## config.mk

```make
export PLATFORM = sky130hd
export DESIGN_NAME = sc_fir_sequencer
export DESIGN_NICKNAME = d
export VERILOG_FILES = /design/src/rtl/sc_fir_pkg.sv /design/src/rtl/sc_fir_sequencer_stream_counter.sv /design/src/rtl/sc_fir_sequencer.sv
export SDC_FILE = /design/constraint.sdc
export NUM_CORES = 1
export LEC_CHECK = 0
export CORE_ASPECT_RATIO = 0.6
export CORE_MARGIN = 2
export CORE_UTILIZATION = 47
export CTS_BUF_LIST = sky130_fd_sc_hd__clkbuf_16
export DETAILED_ROUTE_END_ITERATION = 16
export PLACE_DENSITY_LB_ADDON = 0.2
export SYNTH_ARGS = -nofsm -noshare
export SYNTH_HDL_FRONTEND = slang
export SYNTH_HIERARCHICAL = 1
export SYNTH_SLANG_ARGS = --single-unit
```

## constraint.sdc

```tcl
create_clock -name clock -period 2.3 [get_ports clock]
set_input_delay 0.46 -clock clock [delete_from_list [all_inputs] [get_ports clock]]
set_output_delay 0.46 -clock clock [all_outputs]
set_load 0.05 [all_outputs]
```

## src/rtl/sc_fir_pkg.sv

```systemverilog
// Shared defaults and types for the stochastic-computing FIR sequencer.
package sc_fir_pkg;

    localparam int unsigned SC_N          = 12;
    localparam int unsigned SC_STREAM_LEN = 4096;
    localparam int unsigned SC_NUM_STAGES = 3;

    typedef enum logic [2:0] {
        IDLE,
        LOAD,
        START,
        RUN,
        CAPTURE,
        OUT
    } seq_state_t;

    typedef logic [SC_N:0] sample_t;

endpackage

```

## src/rtl/sc_fir_sequencer_stream_counter.sv

```systemverilog
// Stream cycle counter: synchronous clear, enable, saturates at LEN-1 with a terminal-count flag.
module sc_stream_counter #(
    parameter int unsigned W   = 13,
    parameter int unsigned LEN = 4096
) (
    input  logic         clk_i,
    input  logic         rst_i,
    input  logic         clear_i,
    input  logic         en_i,
    output logic [W-1:0] count_o,
    output logic         tc_o
);

    localparam logic [W-1:0] LAST = W'(LEN - 1);

    logic [W-1:0] count_q;
    logic [W-1:0] count_d;

    always_comb begin
        count_d = count_q;
        if (clear_i) begin
            count_d = '0;
        end else if (en_i && (count_q != LAST)) begin
            count_d = count_q + 1'b1;
        end
    end

    always_ff @(posedge clk_i or posedge rst_i) begin
        if (rst_i) begin
            count_q <= '0;
        end else begin
            count_q <= count_d;
        end
    end

    assign count_o = count_q;
    assign tc_o    = (count_q == LAST);

endmodule

```

## src/rtl/sc_fir_sequencer.sv

```systemverilog
// Per-sample sequencer for the SC FIR cascade: shift, start, run, capture per stage, then handshake out.
module sc_fir_sequencer
    import sc_fir_pkg::*;
#(
    parameter int unsigned N          = SC_N,
    parameter int unsigned STREAM_LEN = SC_STREAM_LEN,
    parameter int unsigned NUM_STAGES = SC_NUM_STAGES
) (
    input  logic                          clock,
    input  logic                          reset,
    input  logic                          abort,
    input  logic                          in_valid,
    output logic                          in_ready,
    input  logic [N:0]                    in_data,
    output logic [N:0]                    sample_out,
    output logic [$clog2(NUM_STAGES)-1:0] stage_sel,
    output logic                          shift_en,
    output logic                          start,
    output logic                          run,
    output logic [N:0]                    cycle_cnt,
    output logic                          capture,
    output logic                          out_valid,
    input  logic                          out_ready,
    output logic                          busy
);

    localparam int unsigned SW = $clog2(NUM_STAGES);
    localparam logic [SW-1:0] LAST_STAGE = SW'(NUM_STAGES - 1);

    seq_state_t    state_q, state_d;
    logic [SW-1:0] stage_q, stage_d;
    logic [N:0]    sample_q, sample_d;
    logic          shift_en_q, start_q, run_q, capture_q, out_valid_q, in_ready_q, busy_q;
    logic          tc;

    // Clearing on the LOAD->START edge makes cycle_cnt read 0 in START and the first RUN cycle.
    sc_stream_counter #(
        .W   (N + 1),
        .LEN (STREAM_LEN)
    ) u_stream_counter (
        .clk_i   (clock),
        .rst_i   (reset),
        .clear_i ((state_q == LOAD) && !abort),
        .en_i    ((state_q == RUN) && !abort),
        .count_o (cycle_cnt),
        .tc_o    (tc)
    );

    always_comb begin
        state_d  = state_q;
        stage_d  = stage_q;
        sample_d = sample_q;
        if (abort) begin
            state_d = IDLE;
            stage_d = '0;
        end else begin
            unique case (state_q)
                IDLE: begin
                    if (in_valid) begin
                        sample_d = in_data;
                        state_d  = LOAD;
                    end
                end
                LOAD:    state_d = START;
                START:   state_d = RUN;
                RUN: begin
                    if (tc) begin
                        state_d = CAPTURE;
                    end
                end
                CAPTURE: begin
                    if (stage_q < LAST_STAGE) begin
                        stage_d = stage_q + 1'b1;
                        state_d = LOAD;
                    end else begin
                        state_d = OUT;
                    end
                end
                OUT: begin
                    if (out_ready) begin
                        state_d = IDLE;
                        stage_d = '0;
                    end
                end
                default: begin
                    state_d = IDLE;
                    stage_d = '0;
                end
            endcase
        end
    end

    // Outputs are decoded from the next state so they align with the state they describe.
    always_ff @(posedge clock or posedge reset) begin
        if (reset) begin
            state_q     <= IDLE;
            stage_q     <= '0;
            sample_q    <= '0;
            shift_en_q  <= 1'b0;
            start_q     <= 1'b0;
            run_q       <= 1'b0;
            capture_q   <= 1'b0;
            out_valid_q <= 1'b0;
            in_ready_q  <= 1'b0;
            busy_q      <= 1'b0;
        end else begin
            state_q     <= state_d;
            stage_q     <= stage_d;
            sample_q    <= sample_d;
            shift_en_q  <= (state_d == LOAD);
            start_q     <= (state_d == START);
            run_q       <= (state_d == RUN);
            capture_q   <= (state_d == CAPTURE);
            out_valid_q <= (state_d == OUT);
            in_ready_q  <= (state_d == IDLE);
            busy_q      <= (state_d != IDLE);
        end
    end

    assign sample_out = sample_q;
    assign stage_sel  = stage_q;
    assign shift_en   = shift_en_q;
    assign start      = start_q;
    assign run        = run_q;
    assign capture    = capture_q;
    assign out_valid  = out_valid_q;
    assign in_ready   = in_ready_q;
    assign busy       = busy_q;

endmodule

```

== Word level (Yosys, flattened, before mapping) ==
Cells that the tools add are included.

* $add $sub $neg: 2
* Bitwise gates (word level): 1
* Magnitude comparators: 1
* Multiplexer cells: 12
* Eq/ne operators: 15
* Reductions and logical operators: 11

{| class="wikitable"
|+ Operators by type and width
! operator !! count
|-
| $mux 13 || 2
|-
| $pmux 3 s6 || 1
|-
| $mux 3 || 5
|-
| $add 13x1->13 const B || 1
|-
| $eq 13x12->1 const B || 1
|-
| $ne 13x12->1 const B || 1
|-
| $eq 3x2->1 const B || 4
|-
| $eq 3x3->1 const B || 4
|-
| $eq 3x1->1 const B || 2
|-
| $logic_not 3->1 || 2
|-
| $mux 2 || 3
|-
| $ne 3x3->1 const B || 2
|-
| $pmux 2 s3 || 1
|-
| $reduce_and 3->1 || 2
|-
| $reduce_or 4->1 || 1
|-
| $logic_and 1x1->1 || 3
|-
| $reduce_bool 3->1 || 1
|-
| $add 2x1->2 const B || 1
|-
| $lt 2x2->1 const B || 1
|-
| $ne 2x1->1 const B || 1
|-
| $reduce_bool 2->1 || 1
|-
| $logic_not 1->1 || 1
|-
| $not 1->1 || 1
|}

* Output and inout port bits: 35
* Flip-flop bits (word level): 38
* Input port bits: 18

== Logic depth before layout (Yosys ltp) ==
* Depth after elaboration: 5
* Depth in mapped cells: 8
* Mapped depth without buffers: 7

== Hierarchy ==
Netlist, hierarchy kept.

{| class="wikitable"
|+ Modules (own cells, without submodules)
! module !! area each (sq um) !! instances !! cells each
|-
| sc_fir_sequencer || 1099.8 || 1 || 83
|-
| sc_stream_counter || 715.7 || 1 || 71
|}

== Least setup slack after synthesis ==
OpenSTA, ideal clock, no wires.

* Kind: register to register
* Start: reg u_stream_counter.count_q[0], in the netlist u_stream_counter/count_o[0]
* End: reg state_q[2]
* Data required time: 2.223 ns
* Stages on the path, launching flop included: 7
* Setup slack: 0.180 ns
* Setup time: 0.077 ns
* Buffers on the path: 0
* Arrival time: 2.043 ns
* Cells stage by stage: dfrtp_1 -> ha_1 -> nand4_2 -> nor4_2 -> nand3_1 -> nand2b_1 -> a21oi_1

* Word-level cells in the longest chain between the ends: 4

{| class="wikitable"
|+ Ends and longest elaborated chain
! item !! RTL line !! text
|-
| start, declared || sc_fir_sequencer_stream_counter.sv:16 || <nowiki>logic [W-1:0] count_q;</nowiki>
|-
| start signal, assigned || sc_fir_sequencer_stream_counter.sv:32 || <nowiki>count_q <= count_d;</nowiki>
|-
| $eq 13x12->1 || sc_fir_sequencer_stream_counter.sv:37 || <nowiki>assign tc_o = (count_q == LAST);</nowiki>
|-
| net tc || sc_fir_sequencer.sv:34 || <nowiki>logic tc;</nowiki>
|-
| $mux 3 || sc_fir_sequencer.sv:67 || <nowiki>if (tc) begin</nowiki>
|-
| $pmux 3 s6 || sc_fir_sequencer.sv:57 || <nowiki>unique case (state_q)</nowiki>
|-
| $mux 3 || sc_fir_sequencer.sv:53 || <nowiki>if (abort) begin</nowiki>
|-
| net state_d[2] || sc_fir_sequencer.sv:30 || <nowiki>seq_state_t state_q, state_d;</nowiki>
|-
| end signal, assigned || sc_fir_sequencer.sv:107 || <nowiki>state_q <= state_d;</nowiki>
|-
| end, declared || sc_fir_sequencer.sv:30 ||
|}

The timed path passes the listed nets, and every way through them passes these cells.
A chain may end at the register's enable or synchronous reset.

== Worst setup path in the final report ==
* Start: reg u_stream_counter.count_q[12], in the netlist u_stream_counter/count_o[12]
* End: out cycle_cnt[12]

{| class="wikitable"
|+ RTL lines
! item !! RTL line !! text
|-
| end, declared || sc_fir_sequencer.sv:20 || <nowiki>output logic [N:0] cycle_cnt,</nowiki>
|}

No word-level cell between the ends.

==> qor.yml <==
run_status:
  status: "completed"
clocking:
  cts_resized: 0
  cts_root_buf: "clkbuf_16"
  cts_inserted_buffers: 5
  htreeDepth: 2
  cts_tree: "built"
  clkLatencyLatePin_ps: 270
  path_clk_slew_ps: 50
  cts_setup_buffers: 0
  cts_buffer_depth: 2
  hold_buffers: 0
  clock-sinks: 38
logic_synthesis:
  syn_area_per_cell_um2: 11.79
  post_synth_mux_area_share_pct: 10.68
  synth_top_family_by_area: "simple AND/OR/NAND/NOR gates"
  yosysSeqAreaShare_pct: 52.38
  synth_area_leaders: "dfrtp_1, mux2_4, a21oi_1"
  async_reset_ff_share_pct: 100.0
  yosys_warnings: 6
  synth_top_cell_by_area: "dfrtp_1"
  synth_compound_area_share_pct: 11.92
  syn_area_um2: 1815
  synth_ff_type: "dfrtp_1"
  synth.most_common_cell: "dfrtp_1"
  synthAdderAreaFrac_pct: 0.6892
  synth_seq_cells: 38
  syn_nets: 173
  synthSimpleGateAreaFrac_pct: 18.81
  synth_top_area_share_pct: 52.38
  synth.distinct_cells: 39
  synth-edff-count: 0
  synth_commonest_cells: "dfrtp_1, a21oi_1, nand2_1, mux2_4, nor2_1"
  syn_inst: 154
  synthXorXnorAreaFrac_pct: 0.9649
run:
  cap_violations: 0
timing:
  setup_viol: 0
  fmax_mhz: 478.5
  relSlewSlack_pct: 64.04
  worst_pin_slew_ps: 538.8
  fin_crit_ps: 2090
  report.final.slew_viol_count: 0
  finalCritPeriodShare_pct: 90.86
  clock_skew_ps: 3.798
  rsz0062_at_grt: "false"
  final.setup.tns_ps: 0
  hold_viol_final: 0
cells_and_area:
  fin_util_pct: 69.30
  postLayoutCellArea_um2: 2550
  diodes: 0
  drive_gt1_share_pct: 16.59
  final.fill_count: 270
  area_growth_pct: 40.46
  final_nets: 236
power:
  p_leak_nw: 1.088
  power.density_nw_per_um2: 780.6
  ir_drop_uv: 589.5
setup_path:
  path_buf_inv: 1
  crit_path_top_delay_cell: "clkdlybuf4s50_1"
  cp.arrival_ps: 1630
  cp_slowest_stage_delay_ps: 860
  worstPathCellList: "clkdlybuf4s50_1"
  cp.depth: 1
  cp.required_ps: 1840
  crit_path_start_kind: "register"
  rr_worst_depth: 6
  cp_max_fo: 6
  worst-setup-path-type: "register to output pin"
  crit_family: "buffers and inverters"
  cp-end-kind: "output pin"
die:
  die_h_um: 52.14
  core_region_area_um2: 3680
  die_width_um: 84.24
  ios: 53
  initial_core_util_pct: 49.34
  rows: 17
  die-area_um2: 4392
global_routing:
  antenna_found_initial: 0
  grt.overflow.total: 0
  grt_pass1_wl_mm: 6.582
  grtUsageTotal_pct: 19.97
  grt_pass1_vias: 1364
  grt_max_degree: 26
route:
  drtAntennaViolNets: 0
  drt_iter0_drc: 49
  wl_per_cell_um: 15.48
  drc: 0
  vias: 1424
  first_pass_iters: 4
  viasPerCell: 5.394
  finalWirelength_mm: 4.086
worst_hold_path:
  min_path_cells: 1
  hold_class: "register to register"
place:
  postPlaceCellArea_um2: 2417
  port_buffers: 52
  dpl.hpwl_mm: 2.924
  gp_congestion: 0.8181
[registers in the layout, indices dropped and copies added, names as in the netlist]
signal / count
capture: 1
sample_out: 13
stage_sel: 2
run: 1
u_stream_counter/count_o: 13
out_valid: 1
shift_en: 1
busy: 1
start: 1
state_q: 3
in_ready: 1
[cell type report]
cell class                 instances  area [um^2]  share of cell area (%)
sequential                        38        950.9                   37.29
multi-input combinational        102        782.0                   30.67
timing repair buffer              62        595.6                   23.36
clock buffer                       5        125.1                   4.907
tap                               47        58.81                   2.306
inverter                           8        30.03                   1.178
clock inverter                     2        7.507                  0.2944
[path summary, 6_finish.rpt]
path | start | to | slack, ps
worst max-delay path | u_stream_counter/count_o[12] | cycle_cnt[12] | 210
worst min-delay path | sample_out[10] | sample_out[10] | 510
worst max register to register | u_stream_counter/count_o[0] | u_stream_counter/count_o[3] | 380
worst min register to register | sample_out[10] | sample_out[10] | 510
max in group asynchronous | reset | u_stream_counter/count_o[7] | 1390
min in group asynchronous | reset | u_stream_counter/count_o[10] | 560
[cell usage in the layout, fill, tap and decap left out, types with 3 or more instances in the layout]
| master | count |
|---|---|
| mux2_2 | 3 |
| or3_1 | 8 |
| o21ai_0 | 7 |
| a21oi_1 | 14 |
| inv_1 | 10 |
| dfrtp_1 | 38 |
| nor2b_1 | 3 |
| nor2_1 | 10 |
| clkbuf_16 | 5 |
| o31ai_1 | 3 |
| or4_1 | 3 |
| clkdlybuf4s50_1 | 52 |
| mux2_4 | 10 |
| nand2_1 | 11 |
| buf_4 | 10 |
[layer usage]
layer	wire, um	vias up	track usage (%)
met1	1932	695	27.82
met2	1851	49	30.56
met4	40	0	6.452
met3	263	5	5.556
li1	-	675	-
met5	0	-	0
[logic make-up (layout without fill, tap and decap cells)]
kind of cell / after synthesis / after routing
mux: 14 / 14
xor+xnor: 2 / 2
buf+inv: 14 / 77
simple gates: 53 / 53
flops: 38 / 38
fa+ha+maj: 1 / 1
compound gates: 32 / 32
[report_power, final]
part / total (W) / internal [W] / switching, W
Sequential: 0.000781 / 0.000740 / 0.0000416
Clock: 0.000625 / 0.000387 / 0.000238
Combinational: 0.000584 / 0.000233 / 0.000352
Total: 0.00199 / 0.00136 / 0.000632
[per-stage QoR]
stage	hold slack [ps]	instances	total power, W	setup WS (ps)
floorplan	337.0	154	0.001176	179.6
global placement	488.3	257	0.001365	98.54
detailed placement	497.1	257	0.001376	38.80
CTS	509.3	264	0.002007	206.0
global route	523.7	264	0.002066	167.7
finish	508.4	264	0.001991	210.3
Note: power is estimated with default switching activity, not from simulation.
